--- config.mk ---
export PLATFORM = sky130hd
export DESIGN_NAME = fsk_frame_serializer
export DESIGN_NICKNAME = d
export VERILOG_FILES = /design/src/rtl/fsk_frame_serializer_pkg.sv /design/src/rtl/fsk_baud_gen.sv /design/src/rtl/fsk_frame_serializer.sv
export SDC_FILE = /design/constraint.sdc
export NUM_CORES = 1
export LEC_CHECK = 0
export CORE_ASPECT_RATIO = 0.75
export CORE_UTILIZATION = 59
export DETAILED_ROUTE_END_ITERATION = 10
export GPL_TIMING_DRIVEN = 0
export HOLD_SLACK_MARGIN = 0.05
export PLACE_DENSITY = 0.81
export RECOVER_POWER = 25
export SLEW_MARGIN = 10
export SYNTH_ARGS = -nofsm -noshare
export SYNTH_HDL_FRONTEND = slang
export SYNTH_SLANG_ARGS = --single-unit
--- constraint.sdc ---
create_clock -name bb_clk -period 5.25 [get_ports bb_clk]
set_input_delay 1.05 -clock bb_clk [delete_from_list [all_inputs] [get_ports bb_clk]]
set_output_delay 1.05 -clock bb_clk [all_outputs]
set_load 0.01 [all_outputs]
--- src/rtl/fsk_frame_serializer_pkg.sv ---
// Shared constants, state encoding and CRC helper for the FSK frame serializer.
// The CRC state and helper exist only when FSK_FRAME_CRC8_EN is defined.
package fsk_frame_serializer_pkg;

    localparam logic [7:0]  PREAMBLE_BYTE = 8'h55;
    localparam logic [7:0]  CRC8_POLY     = 8'h07;
    localparam logic [15:0] MIN_BAUD_DIV  = 16'd2;

    typedef enum logic [2:0] {
        StIdle,
        StPre,
        StSync,
        StData,
`ifdef FSK_FRAME_CRC8_EN
        StCrc,
`endif
        StDone
    } fsk_state_e;

    function automatic logic state_busy(input fsk_state_e s);
        logic b;
        b = (s == StPre) || (s == StSync) || (s == StData);
`ifdef FSK_FRAME_CRC8_EN
        b = b || (s == StCrc);
`endif
        return b;
    endfunction

`ifdef FSK_FRAME_CRC8_EN
    // MSB-first CRC-8 update, one whole byte per call.
    function automatic logic [7:0] crc8_update(input logic [7:0] crc, input logic [7:0] data);
        logic [7:0] c;
        c = crc ^ data;
        for (int i = 0; i < 8; i++) begin
            c = c[7] ? ((c << 1) ^ CRC8_POLY) : (c << 1);
        end
        return c;
    endfunction
`endif

endpackage

--- src/rtl/fsk_baud_gen.sv ---
// Bit-period counter: strobe on the first cycle of each bit, last on its final cycle.
// div must be at least 2; the caller clamps it.
module fsk_baud_gen (
    input  logic        bb_clk,
    input  logic        rst,
    input  logic        en,
    input  logic [15:0] div,
    output logic        strobe,
    output logic        last
);

    logic [15:0] cnt_q;

    assign strobe = en && (cnt_q == 16'd0);
    assign last   = en && (cnt_q == div - 16'd1);

    always_ff @(posedge bb_clk or posedge rst) begin
        if (rst) begin
            cnt_q <= 16'd0;
        end else if (!en || last) begin
            cnt_q <= 16'd0;
        end else begin
            cnt_q <= cnt_q + 16'd1;
        end
    end

endmodule

--- src/rtl/fsk_frame_serializer.sv ---
// Frame serializer: preamble, sync word, payload and (with FSK_FRAME_CRC8_EN) a CRC-8 byte,
// sent MSB first with each bit held for max(baud_div,2) bb_clk cycles.
module fsk_frame_serializer
    import fsk_frame_serializer_pkg::*;
#(
    parameter int unsigned PRE_BYTES  = 4,
    parameter logic [15:0] SYNC_WORD  = 16'h2DD4,
    parameter int unsigned SYNC_BITS  = 16,
    parameter logic        IDLE_LEVEL = 1'b0
) (
    input  logic        bb_clk,
    input  logic        rst,
    input  logic [15:0] baud_div,
    input  logic [7:0]  pay_len,
    input  logic        start,
    input  logic [7:0]  din,
    input  logic        din_valid,
    output logic        din_ready,
    output logic        bit_out,
    output logic        bit_strobe,
    output logic        busy,
    output logic        frame_done,
    output logic        underrun
);

    localparam logic [15:0] SyncAligned = SYNC_WORD << (16 - SYNC_BITS);
    localparam logic [7:0]  SyncLen     = 8'(SYNC_BITS);
    localparam logic [7:0]  PreLast     = 8'(PRE_BYTES - 1);

    fsk_state_e  state_q, state_d;
    logic [15:0] div_q, div_d;
    logic [7:0]  len_q, len_d;
    logic [15:0] shift_q, shift_d;
    logic        out_q, out_d;
    logic [2:0]  bit_idx_q, bit_idx_d;
    logic [7:0]  byte_cnt_q, byte_cnt_d;
    logic [7:0]  hold_q, hold_d;
    logic        hold_full_q, hold_full_d;
    logic [7:0]  acc_cnt_q, acc_cnt_d;
    logic        underrun_q, underrun_d;
`ifdef FSK_FRAME_CRC8_EN
    logic [7:0]  crc_q, crc_d;
`endif

    logic        baud_last;
    logic        xfer;
    logic        next_bit, fetch, pay_end;
    logic [7:0]  byte_next;

    fsk_baud_gen u_baud_gen (
        .bb_clk (bb_clk),
        .rst    (rst),
        .en     (busy),
        .div    (div_q),
        .strobe (bit_strobe),
        .last   (baud_last)
    );

    assign busy       = state_busy(state_q);
    assign din_ready  = busy && !hold_full_q && (acc_cnt_q < len_q);
    assign xfer       = din_valid && din_ready;
    assign bit_out    = out_q;
    assign frame_done = (state_q == StDone);
    assign underrun   = underrun_q;

    // Decisions are taken on the last cycle of a bit so the next bit is registered
    // onto bit_out exactly on the following strobe cycle.
    always_comb begin
        state_d     = state_q;
        div_d       = div_q;
        len_d       = len_q;
        shift_d     = shift_q;
        out_d       = out_q;
        bit_idx_d   = bit_idx_q;
        byte_cnt_d  = byte_cnt_q;
        hold_d      = hold_q;
        hold_full_d = hold_full_q;
        acc_cnt_d   = acc_cnt_q;
        underrun_d  = 1'b0;
`ifdef FSK_FRAME_CRC8_EN
        crc_d       = crc_q;
`endif
        next_bit    = 1'b0;
        fetch       = 1'b0;
        pay_end     = 1'b0;
        byte_next   = byte_cnt_q + 8'd1;

        if (xfer) begin
            hold_d      = din;
            hold_full_d = 1'b1;
            acc_cnt_d   = acc_cnt_q + 8'd1;
        end

        unique case (state_q)
            StIdle: begin
                if (start) begin
                    state_d     = StPre;
                    div_d       = (baud_div < MIN_BAUD_DIV) ? MIN_BAUD_DIV : baud_div;
                    len_d       = pay_len;
                    out_d       = PREAMBLE_BYTE[7];
                    shift_d     = {PREAMBLE_BYTE[6:0], 9'd0};
                    bit_idx_d   = 3'd0;
                    byte_cnt_d  = 8'd0;
                    acc_cnt_d   = 8'd0;
                    hold_full_d = 1'b0;
`ifdef FSK_FRAME_CRC8_EN
                    crc_d       = 8'd0;
`endif
                end
            end
            StPre: begin
                if (baud_last) begin
                    if (bit_idx_q != 3'd7) begin
                        next_bit = 1'b1;
                    end else if (byte_cnt_q == PreLast) begin
                        state_d    = StSync;
                        out_d      = SyncAligned[15];
                        shift_d    = SyncAligned << 1;
                        byte_cnt_d = 8'd1;
                    end else begin
                        out_d      = PREAMBLE_BYTE[7];
                        shift_d    = {PREAMBLE_BYTE[6:0], 9'd0};
                        bit_idx_d  = 3'd0;
                        byte_cnt_d = byte_next;
                    end
                end
            end
            StSync: begin
                // byte_cnt counts sync bits here, payload bytes in StData
                if (baud_last) begin
                    if (byte_cnt_q != SyncLen) begin
                        next_bit   = 1'b1;
                        byte_cnt_d = byte_next;
                    end else if (len_q == 8'd0) begin
                        pay_end = 1'b1;
                    end else begin
                        fetch     = 1'b1;
                        byte_next = 8'd1;
                    end
                end
            end
            StData: begin
                if (baud_last) begin
                    if (bit_idx_q != 3'd7) begin
                        next_bit = 1'b1;
                    end else if (byte_cnt_q == len_q) begin
                        pay_end = 1'b1;
                    end else begin
                        fetch = 1'b1;
                    end
                end
            end
`ifdef FSK_FRAME_CRC8_EN
            StCrc: begin
                if (baud_last) begin
                    if (bit_idx_q != 3'd7) begin
                        next_bit = 1'b1;
                    end else begin
                        state_d = StDone;
                        out_d   = IDLE_LEVEL;
                    end
                end
            end
`endif
            StDone: begin
                state_d = StIdle;
            end
            default: begin
                state_d = StIdle;
                out_d   = IDLE_LEVEL;
            end
        endcase

        if (next_bit) begin
            out_d     = shift_q[15];
            shift_d   = shift_q << 1;
            bit_idx_d = bit_idx_q + 3'd1;
        end

        if (pay_end) begin
`ifdef FSK_FRAME_CRC8_EN
            state_d   = StCrc;
            out_d     = crc_q[7];
            shift_d   = {crc_q[6:0], 9'd0};
            bit_idx_d = 3'd0;
`else
            state_d   = StDone;
            out_d     = IDLE_LEVEL;
`endif
        end

        if (fetch) begin
            if (hold_full_q) begin
                state_d     = StData;
                out_d       = hold_q[7];
                shift_d     = {hold_q[6:0], 9'd0};
                bit_idx_d   = 3'd0;
                byte_cnt_d  = byte_next;
                hold_full_d = 1'b0;
`ifdef FSK_FRAME_CRC8_EN
                crc_d       = crc8_update(crc_q, hold_q);
`endif
            end else begin
                state_d     = StIdle;
                out_d       = IDLE_LEVEL;
                underrun_d  = 1'b1;
                hold_full_d = 1'b0;
            end
        end
    end

    always_ff @(posedge bb_clk or posedge rst) begin
        if (rst) begin
            state_q     <= StIdle;
            div_q       <= MIN_BAUD_DIV;
            len_q       <= 8'd0;
            shift_q     <= 16'd0;
            out_q       <= IDLE_LEVEL;
            bit_idx_q   <= 3'd0;
            byte_cnt_q  <= 8'd0;
            hold_q      <= 8'd0;
            hold_full_q <= 1'b0;
            acc_cnt_q   <= 8'd0;
            underrun_q  <= 1'b0;
`ifdef FSK_FRAME_CRC8_EN
            crc_q       <= 8'd0;
`endif
        end else begin
            state_q     <= state_d;
            div_q       <= div_d;
            len_q       <= len_d;
            shift_q     <= shift_d;
            out_q       <= out_d;
            bit_idx_q   <= bit_idx_d;
            byte_cnt_q  <= byte_cnt_d;
            hold_q      <= hold_d;
            hold_full_q <= hold_full_d;
            acc_cnt_q   <= acc_cnt_d;
            underrun_q  <= underrun_d;
`ifdef FSK_FRAME_CRC8_EN
            crc_q       <= crc_d;
`endif
        end
    end

endmodule

### Word level (Yosys, flattened, before mapping)

Cells that the tools add are included.

| storage, ports and cells | value |
|---|---|
| output and inout port bits | 6 |
| flip-flop bits (word level) | 89 |

| operators by class | value |
|---|---|
| equal/unequal tests | 18 |
| multiplexer cells | 75 |
| add/subtract/negate cells | 5 |
| reduce and logical (&&, ||, !) cells | 19 |
| order comparisons | 2 |

Operators by type and width:

| operator | number |
|---|---|
| 2-to-1 mux 16 bit | 9 |
| 2-to-1 mux 8 bit | 15 |
| 2-to-1 mux 3 bit | 13 |
| case mux 16 bit (2 select lines) | 1 |
| 2-to-1 mux 1 bit | 29 |
| case mux 8 bit (3 select lines) | 1 |
| adder 16 x 1 -> 16 bit (second input constant) | 1 |
| adder 8 x 1 -> 8 bit (second input constant) | 2 |
| == test 16 bit | 1 |
| logical NOT 16 bit | 1 |
| < comparator 16 x 2 -> 1 bit (second input constant) | 1 |
| subtractor 16 x 1 -> 16 bit (second input constant) | 1 |
| != test 5 bit (second input constant) | 2 |
| case mux 3 bit (3 select lines) | 1 |
| == test 8 x 2 -> 1 bit (second input constant) | 1 |
| == test 8 bit | 1 |
| logical NOT 8 bit | 1 |
| < comparator 8 bit | 1 |
| != test 4 x 3 -> 1 bit (second input constant) | 2 |
| != test 4 bit (second input constant) | 2 |
| != test 8 x 5 -> 1 bit (second input constant) | 1 |
| == test 3 x 2 -> 1 bit (second input constant) | 2 |
| case mux 1 bit (2 select lines) | 3 |
| case mux 3 bit (2 select lines) | 1 |
| other kinds (18) | 26 |

### Depth between registers and ports, before layout

Gate-level depths: netlist of the first run.

| depth | value |
|---|---|
| depth after elaboration | 10 |
| depth in mapped cells | 12 |

### Modules after synthesis

Synthesis of the first run repeated with hierarchy kept, for this count alone.

| unflattened totals | value |
|---|---|
| cells, all modules | 595 |
| area, all modules | 5246.3 um^2 |

Modules (own cells, without submodules):

| module | seq. area each (um^2) | times used | cells an instance | area each (um^2) |
|---|---|---|---|---|
| fsk_frame_serializer | 1828.0 | 1 | 442 | 3938.8 |
| fsk_baud_gen | 400.4 | 1 | 153 | 1307.5 |

### Least setup slack after synthesis of the first run

Ideal clock, no wire load.

| timing path | value |
|---|---|
| path type | reg-to-reg |
| start point | reg div_q[3] |
| end point | reg shift_q[13] |
| buffers on the path | 2 |
| stages on the path, launching flop included | 12 |
| setup slack | 2.029 ns |
| clock period less this slack | 3.221 ns |
| library setup time | 0.121 ns |
| arrival | 3.100 ns |
| path through | dfrtp_1 > buf_6 > or4_1 > buf_2 > or4_4 > a21oi_2 > o21ai_2 > or4_4 > or3_4 > nor2_1 > nor2_1 > a22o_1 |

| between the ends | value |
|---|---|
| word-level cells in the longest chain between the ends | 8 |
| elaborated cells between the ends (all ways) | 14 |

Ends and longest elaborated chain:

| element | line | source |
|---|---|---|
| from (decl) | fsk_frame_serializer.sv:31 | `logic [15:0] div_q, div_d;` |
| from (signal assigned) | fsk_frame_serializer.sv:230 | `div_q <= div_d;` |
| subtractor 16 x 1 -> 16 bit * | fsk_baud_gen.sv:15 | `assign last = en && (cnt_q == div - 16'd1);` |
| == test 16 bit * | fsk_baud_gen.sv:15 |  |
| logical AND 1 bit * | fsk_baud_gen.sv:15 |  |
| 2-to-1 mux 16 bit, or another cell as far along | fsk_frame_serializer.sv:112 | `if (baud_last) begin` |
| case mux 16 bit (2 select lines) / case mux 1 bit (2 select lines) (equally long branches) | fsk_frame_serializer.sv:94 | `unique case (state_q)` |
| 2-to-1 mux 16 bit | fsk_frame_serializer.sv:174 | `if (next_bit) begin` |
| 2-to-1 mux 16 bit | fsk_frame_serializer.sv:193 | `if (hold_full_q) begin` |
| 2-to-1 mux 16 bit * | fsk_frame_serializer.sv:192 | `if (fetch) begin` |
| via shift_d[13] | fsk_frame_serializer.sv:33 | `logic [15:0] shift_q, shift_d;` |
| to (signal assigned) | fsk_frame_serializer.sv:232 | `shift_q <= shift_d;` |
| to (decl) | fsk_frame_serializer.sv:33 |  |

The timed path passes the listed nets; every way through them passes the cells marked *.
A chain may end at the register's enable or synchronous reset.

### Worst setup path in the final report of the first run

| timing path | value |
|---|---|
| start point | reg state_q[1] |
| end point | out din_ready |

| between the ends | value |
|---|---|
| word-level cells in the longest chain between the ends | 5 |
| elaborated cells between the ends (all ways) | 7 |

Ends and longest elaborated chain:

| element | line | source |
|---|---|---|
| from (decl) | fsk_frame_serializer.sv:30 | `fsk_state_e state_q, state_d;` |
| from (signal assigned) | fsk_frame_serializer.sv:214 | `state_q <= StIdle;` |
| from (signal assigned) | fsk_frame_serializer.sv:229 | `state_q <= state_d;` |
| == test 3 x 1 -> 1 bit / == test 3 x 2 -> 1 bit (equally long branches) | fsk_frame_serializer_pkg.sv:22 | `b = (s == StPre) \|\| (s == StSync) \|\| (s == StData);` |
| logical OR 1 bit | fsk_frame_serializer_pkg.sv:22 |  |
| logical OR 1 bit * | fsk_frame_serializer_pkg.sv:22 |  |
| logical AND 1 bit * (2 in a row) | fsk_frame_serializer.sv:60 | `assign din_ready = busy && !hold_full_q && (acc_cnt_q < len_q);` |
| to (decl) | fsk_frame_serializer.sv:18 | `output logic din_ready,` |

Mark *: on every way between the ends. The rest lies on a longest branch, timed or not.

==> results.txt, run 1 <==
----------------------------------------------------
[Status]
  Run status ... complete, no violations

[Power]
  Proportion of total power due to net switching ... 0.357
  Clock share of power ... 0.284
  Maximum vdd ir drop ... roughly 0.29 mV
  Comb power frac ... 0.299
  Psw ... 0.856 mW
  Total power after layout ... 2.40 mW
  Power share of the sequential group ... 0.417
  LEAKAGE ... ~2.7 nW
  Power density relative to cell area ... around 390 mW/mm²
  Cell internal pwr ... roughly 1.5 mW

[Synth]
  Number of synthesized flops with an enable pin ... 0
  Async set or reset register ratio after synthesis ... 1.00
  Number of synthesized register bits ... 89
  Mux contribution to synthesized area ... 0.0277
  Count of warnings emitted by yosys ... 0
  Post-Synthesis Mean Instance Area ... around 8.8 µm²
  Sequential-to-total area share from yosys stat ... 0.425
  Area fraction in compound gates after synthesis ... 0.153
  Post-synth net total ... ~640
  Main synth FF type ... dfrtp_1
  Library cells used by synthesis ... 64
  Syn Inst Count ... roughly 590
  Dominant combinational cell family by area after synthesis ... simple AND/OR/NAND/NOR gates
  Area share of fa/ha/maj cells after synthesis ... 0.0358
  Area of the mapped netlist ... ~0.0052 mm²
  Synthesized-area fraction occupied by xor and xnor cells ... 0.0668
  Area share of and/or/nand/nor cells after synthesis ... 0.253

[Timing]
  Max Clock Skew ... between 0.007 and 0.008 ns
  Worst-Margin Slew ... 1.47 ns
  Endpoints failing setup ... 0
  Max-slew violation count ... 0
  Shortest period the worst path allows ... a little under 4 ns
  Final Cycle Share ... 0.753
  Final-report hold violation count ... 0
  Max Fclk ... about 0.25 GHz
  Remaining max-slew budget at the tightest pin ... 0.0231
  Setup_tns ... 0 ns
  Unrepaired setup endpoints after global routing ... no

[Detailed routing]
  Detailed-route via count ... 4,756
  Post-detailed-route via-to-cell ratio ... 6.27
  Number of violations reported at the end of detailed-routing iteration 0 ... slightly above 400
  Length of the first detailed-routing pass in iterations ... 5
  Final wirelength ... about 14 mm
  Drt drc ... 0
  Average routed wire per standard cell ... about 18 µm
  Remaining number of nets flagged by the antenna check after routing ... 0

[Placed design]
  Placed wire-length estimate after detailed placement ... ~10 mm
  Gp weighted congestion ... between 0.9 and 1
  Area after DPL ... 0.00582 mm²
  Port Buffers ... 41

[Setup path]
  Kind of critical path ... reg -> out
  Required time at the endpoint of the critical path ... 4.20 ns
  Timing startpoint of the critical path ... state_q[1]
  Cells along the critical path ... clkbuf_1 -> nor2_1 -> or2_2 -> a2111oi_0 -> o21a_1 -> clkdlybuf4s50_1
  Critical path's largest stage delay ... approximately 0.66 ns
  Launch point of the worst reg-to-reg path ... div_q[3]
  Critical path's slowest cell ... a2111oi_0
  Crit path capture type ... output pin
  Worst-path fanout max ... 8
  Capturing element of the worst setup path ... din_ready
  Arrival time reported for the critical path endpoint ... roughly 2.9 ns
  R2R setup slack ... between 1 and 1.5 ns
  Startpoint types ... register
  Worst Reg2Reg Path Length in Cells ... 11
  Endpoint of the most critical register-to-register path ... shift_q[10]

[Clocking]
  TritonCTS clock tree ... yes
  Post-CTS Setup Inserts ... 0
  Number of instances resized during post-cts repair ... 0
  Largest buffer count on any clock path ... 2
  Max H-tree Level ... 3
  Clock root buffer master ... clkbuf_16
  Clock latency on the worst-skew pair ... around 0.35 ns
  TritonCTS Buffers ... 9
  CTS Sinks ... 89
  Hold-fix buffers at CTS ... 0
  Worst-path clk slew ... ~0.06 ns

[Finish]
  Final core area utilization ... 0.717
  Area of all placed cells without fillers ... slightly above 0.006 mm²
  Nets ... between 600 and 700
  Final-layout fill cell count ... 666
  P&R area growth vs syn ... 16.5%
  Fraction of layout instances using a drive strength above 1 ... 0.0737
  Antenna diode instance count ... 0

[Hold path]
  Type of the worst min-delay path ... reg -> reg
  HP Start ... shift_q[7]

[Die]
  Placement row count ... 29
  DIE HEIGHT ... 83.7 µm
  Die W ... 111 µm
  Count of pins on the block boundary ... 42
  Standard cell core area ... between 0.008 and 0.009 mm²
  Area enclosed by the die boundary ... between 0.009 and 0.01 mm²
  Starting utilization of the core area ... 0.615

[Flow run]
  Number of max-cap violations ... 0

[GRT]
  Overall overflow remaining after global route ... 0
  First-pass GRT wire length ... about 23 mm
  Via count of the first global-routing pass ... between 4,000 and 5,000
  Number of antenna violations at the first check in global routing ... 0
  Total track usage ... 0.316
  Pin count of the biggest net entering global routing ... 61

----------------------------------------------------
==> per-layer routing <==
| metal | routed length, µm | global-route usage |
|---|---|---|
| met3 | 1220 | 0.0697 |
| met4 | 350 | 0.119 |
| met2 | 5900 | 0.453 |
| met1 | 6270 | 0.468 |
| met5 | 0 | 0 |
==> cells in the final DEF (no fill, tap or decap), drive strengths merged, types with 3 or more instances in the layout <==
cell type	instances
nand2	88
dfrtp	88
nor2	48
clkdlybuf4s50	40
clkbuf	34
o21ai	32
a21oi	26
inv	25
nand3	22
xnor2	21
xor2	19
nor3	18
ha	15
mux2	12
nor4	12
and2	10
a21o	9
a22o	9
nand4	8
and3	8
or3	8
or4	8
nand2b	7
nor3b	6
nor2b	6
o31ai	6
a31oi	6
buf	6
o211ai	5
a211oi	4
or2	3
and4	3
a211o	3
o21a	3
o22ai	3
==> cell type report <==
cell class / count / area [µm²] / area share
Buffer: 28 / 120 / 0.0196
Clock buffer: 11 / 253 / 0.0413
Clock inverter: 5 / 61.3 / 0.0100
Inverter: 24 / 91.3 / 0.0149
Multi-Input combinational cell: 452 / 2810 / 0.459
Sequential cell: 89 / 2230 / 0.365
Tap cell: 108 / 135 / 0.0221
Timing Repair Buffer: 42 / 415 / 0.0679
==> flip-flops by register name, summed over array words and instances (netlist names) <==
name and count:
u_baud_gen.cnt_q 16, byte_cnt_q 8, shift_q 16, len_q 8
hold_full_q 1, state_q 3, bit_out 1, underrun 1
acc_cnt_q 8, bit_idx_q 3, hold_q 8, div_q 16
==> synthesized netlist by cell type, types with 3 or more instances <==
| cell | instances | area (µm²) |
|---|---|---|
| dfrtp_1 | 88 | 2200 |
| ha_1 | 15 | 188 |
| mux2_2 | 12 | 135 |
| o21ai_0 | 29 | 145 |
| nor3_1 | 17 | 85.1 |
| nand2_1 | 88 | 330 |
| a22o_1 | 9 | 78.8 |
| nand4_1 | 8 | 50.1 |
| a211oi_1 | 4 | 30.0 |
| o211ai_1 | 5 | 37.5 |
| o22ai_1 | 3 | 18.8 |
| or4_1 | 6 | 45.0 |
| a31oi_1 | 6 | 37.5 |
| and2_1 | 9 | 56.3 |
| or3_1 | 7 | 43.8 |
| and3_1 | 8 | 50.1 |
| buf_2 | 3 | 15.0 |
| a211o_1 | 3 | 26.3 |
| nor3b_1 | 6 | 45.0 |
| o31ai_1 | 6 | 45.0 |
| and4_1 | 3 | 26.3 |
| xnor2_1 | 21 | 184 |
| a21oi_1 | 25 | 125 |
| a21o_1 | 9 | 67.6 |
| clkbuf_1 | 22 | 82.6 |
| nor4_1 | 11 | 68.8 |
| or2_2 | 3 | 18.8 |
| nand2b_1 | 7 | 43.8 |
| nand3_1 | 22 | 110 |
| o21a_1 | 3 | 22.5 |
| nor2_1 | 48 | 180 |
| xor2_1 | 19 | 166 |
| inv_1 | 24 | 90.1 |
| nor2b_1 | 6 | 37.5 |
==> through the flow <==
step | hold WS (ns) | std cells | setup slack (ns)
global route | 0.512 | 759 | 1.14
finish | 0.477 | 759 | 1.30
CTS | 0.483 | 759 | 1.36
floorplan | 0.441 | 593 | 1.89
global placement | 0.453 | 742 | 0.553
detailed placement | 0.463 | 743 | 1.55
==> critical path, delay by kind of cell, from the launching register on <==
kind	cells	cell delay [ns]
buf+inv	2	0.85
flops	1	0.33
compound gates	2	0.89
simple gates	2	0.48
==> logic make-up (layout without fill, tap and decap cells) <==
| family | Yosys count | in the layout |
|---|---|---|
| mux | 13 | 13 |
| compound gates | 122 | 122 |
| flops | 89 | 89 |
| buf+inv | 52 | 110 |
| fa+ha+maj | 15 | 15 |
| xor+xnor | 40 | 40 |
| simple gates | 262 | 262 |
==> power groups by stage <==
| stage | clock network (mW) | logic (mW) | registers [mW] |
|---|---|---|---|
| 2_1_floorplan | 0 | 0.530 | 0.946 |
| 3_3_place_gp | 0 | 0.669 | 0.994 |
| 3_5_place_dp | 0 | 0.703 | 1.00 |
| 4_1_cts | 0.685 | 0.712 | 0.992 |
| 5_1_grt | 0.714 | 0.804 | 1.02 |
| 6_report | 0.680 | 0.717 | 0.999 |
==> worst min-delay path by stage <==
stage / endpoint / slack, ns / cells after the start
after floorplan: shift_q[8] / 0.44 / 2
after global placement: shift_q[8] / 0.45 / 2
after detailed placement: shift_q[3] / 0.46 / 2
after CTS: shift_q[8] / 0.48 / 2
after global routing: shift_q[15] / 0.51 / 1
final: shift_q[8] / 0.48 / 2
Note: power is estimated with default switching activity, not from simulation.
==> inputs of run 2 (changes only) <==
--- a/config.mk
+++ b/config.mk
@@ -6,11 +6,11 @@
 export NUM_CORES = 1
 export LEC_CHECK = 0
 export CORE_ASPECT_RATIO = 0.75
-export CORE_UTILIZATION = 59
+export CORE_UTILIZATION = 53
 export DETAILED_ROUTE_END_ITERATION = 10
 export GPL_TIMING_DRIVEN = 0
 export HOLD_SLACK_MARGIN = 0.05
-export PLACE_DENSITY = 0.81
+export PLACE_DENSITY = 0.77
 export RECOVER_POWER = 25
 export SLEW_MARGIN = 10
 export SYNTH_ARGS = -nofsm -noshare
==> constraint.sdc (replaced) <==
create_clock -name bb_clk -period 3.41 [get_ports bb_clk]
set_input_delay 0.682 -clock bb_clk [delete_from_list [all_inputs] [get_ports bb_clk]]
set_output_delay 0.682 -clock bb_clk [all_outputs]
set_load 0.01 [all_outputs]
==> run 2 against run 1 <==
Clock skew decreased by 0.0022 ns. Global-route usage decreased by 3.8 points. Final area grew 1.8%. Die area is 11% higher. Utilization shrank 7.0 points. Clock power grew 62%. Routed wire length is 2.3% lower. Sequential power rose by 55%. Critical endpoint is now shift_q[15]. Largest cell class unchanged.
==> results.txt, run 2 (synthesis results as in run 1) <==
----------------------------------------------------
[Timing]
  Shortest period the worst path allows ... roughly 3.3 ns
  Worst-Margin Slew ... 1.42 ns
  Remaining max-slew budget at the tightest pin ... 0.0520
  Final-report hold violation count ... 0
  Max Fclk ... approximately 0.3 GHz
  Max Clock Skew ... ~0.0051 ns
  Endpoints failing setup ... 0
  Unrepaired setup endpoints after global routing ... yes
  Worst Setup Slack, final ... 0.0765 ns
  Final Cycle Share ... 0.978
  Max-slew violation count ... 0

[Detailed routing]
  Number of violations reported at the end of detailed-routing iteration 0 ... approximately 380
  Detailed-route via count ... 4,665
  Average routed wire per standard cell ... 17.2 µm
  Length of the first detailed-routing pass in iterations ... 5
  Final wirelength ... approximately 13 mm
  Drt drc ... 0
  Post-detailed-route via-to-cell ratio ... approximately 6
  Remaining number of nets flagged by the antenna check after routing ... 0

[Clocking]
  CTS Sinks ... 89
  TritonCTS clock tree ... yes
  Worst-path clk slew ... roughly 0.06 ns
  Clock root buffer master ... clkbuf_16
  Max H-tree Level ... 3
  Largest buffer count on any clock path ... 2
  TritonCTS Buffers ... 9
  Clock latency on the worst-skew pair ... approximately 0.34 ns

[Finish]
  Final-layout fill cell count ... 828
  Footprint of the flip-flops and latches ... about 0.0022 mm²
  Largest registers ... div_q (16), shift_q (16), u_baud_gen.cnt_q (16)
  Antenna diode instance count ... 0
  Commonest non-fill, non-tap cell in the layout ... dfrtp_1
  Fraction of layout instances using a drive strength above 1 ... 0.0957
  P&R area growth vs syn ... 18.6%
  Nets ... 697
  Final core area utilization ... 0.647
  Multi-input gate area ... between 0.002 and 0.003 mm²
  Most frequent cells in the layout ... dfrtp_1 (88), nand2_1 (86), nor2_1 (48), clkdlybuf4s50_1 (40), o21ai_0 (28)

[Die]
  Area enclosed by the die boundary ... around 0.01 mm²
  Die W ... roughly 120 µm
  Placement row count ... 31
  Count of pins on the block boundary ... 42
  DIE HEIGHT ... just under 90 µm
  Standard cell core area ... approximately 0.0096 mm²
  Starting utilization of the core area ... 0.546

[Flow run]
  Number of max-cap violations ... 0

[GRT]
  Overall overflow remaining after global route ... 0
  Total track usage ... 0.278
  Number of antenna violations at the first check in global routing ... 0
  Pin count of the biggest net entering global routing ... 64
  First-pass GRT wire length ... between 20 and 25 mm
  Via count of the first global-routing pass ... 4,238

[Placed design]
  Port Buffers ... approximately 40
  Gp weighted congestion ... 0.917
  Post-placement setup slack ... -0.305 ns
  Placed wire-length estimate after detailed placement ... about 9.8 mm

[Power]
  LEAKAGE ... about 2.8 nW
  Clock share of power ... 0.290
  Comb power frac ... 0.299
  Proportion of total power due to net switching ... 0.343
  Power density relative to cell area ... 606 mW/mm²
  Maximum vdd ir drop ... ~0.37 mV
  Cell internal pwr ... ~2.5 mW
  Psw ... roughly 1.3 mW
  Power share of the sequential group ... 0.411
  Total power after layout ... 3.77 mW

[Setup path]
  Worst-path fanout max ... 9
  Endpoint of the most critical register-to-register path ... shift_q[15]
  Critical path's slowest cell ... or4_4
  Launch point of the worst reg-to-reg path ... div_q[3]
  Worst Reg2Reg Path Length in Cells ... 11
  Critical path's largest stage delay ... ~0.54 ns
  R2R setup slack ... around 0.077 ns
  Capturing element of the worst setup path ... shift_q[15]
  Required time at the endpoint of the critical path ... 3.64 ns
  Arrival time reported for the critical path endpoint ... 3.57 ns
  Timing startpoint of the critical path ... div_q[3]
  Kind of critical path ... reg -> reg
  Crit path capture type ... register
  Cells along the critical path ... buf_6 -> or4_1 -> buf_4 -> or4_4 -> a21oi_2 -> o21ai_2 -> or4_4 -> or3_4 -> o21ai_2 -> a21oi_1 -> a21o_1
  Startpoint types ... register

[Status]
  Run status ... complete, no violations

[Hold path]
  Type of the worst min-delay path ... reg -> reg

----------------------------------------------------
run 2: cell types whose count changed in the layout (fill, tap and decap cells not counted), moves of 3 or more:
cell     change
and2_1       -3
and2_2       +3
buf_4        +3
o21ai_2      +3
run 2: routing by layer:
layer,global-route usage,part of all wire,vias up
met5,0,0,-
met3,0.0512,0.058,18
met4,0.0840,0.016,0
li1,-,-,2193
met1,0.420,0.49,2278
met2,0.402,0.44,176
run 2: cell type report:
cell class | instances | area share
clock inverter | 4 | 0.0153
buffer | 26 | 0.0185
inverter | 24 | 0.0147
timing repair buffer | 44 | 0.0691
multi-input combinational | 452 | 0.462
tap | 132 | 0.0265
sequential | 89 | 0.358
clock buffer | 9 | 0.0362
run 2: how the worst min path moves through the flow:
stage	startpoint	endpoint	slack [ns]	cells after the start
5_1_grt	hold_q[6]	shift_q[15]	0.50	1
4_1_cts	hold_q[6]	shift_q[15]	0.49	1
3_5_place_dp	shift_q[6]	shift_q[7]	0.47	2
3_3_place_gp	shift_q[7]	shift_q[8]	0.46	2
6_report	shift_q[7]	shift_q[8]	0.49	2
2_1_floorplan	shift_q[7]	shift_q[8]	0.44	2
run 2: power groups by stage:
stage	clock [mW]	combinational [mW]	sequential (mW)
after CTS	1.11	1.11	1.54
final	1.10	1.13	1.55
after global routing	1.15	1.25	1.57
after detailed placement	0	1.09	1.55
after global placement	0	1.03	1.54
after floorplan	0	0.816	1.46
run 2: critical path, delay by kind of cell (launching register included):
kind | cells | cell delay (ns)
AOI/OAI and AO/OA | 5 | 0.64
buffers and inverters | 2 | 0.31
DFF | 1 | 0.37
and+or+nand+nor | 4 | 1.92
run 2: what timing repair did:
item	4_1_cts	5_1_grt
hold buffers	0	0
resized for setup	7	14
endpoints found under the setup margin	39	38
setup buffers	0	2
pin swaps	0	3
run 2: per-stage QoR:
step	cell area [µm²]	setup TNS, ns	instances	hold slack [ns]
after floorplan	5250	0	593	0.441
after global placement	5820	-85.88	766	0.461
after detailed placement	5850	-4.93	767	0.466
after CTS	6190	0	778	0.489
after global routing	6230	-0.0699	780	0.501
final	6230	0	780	0.492
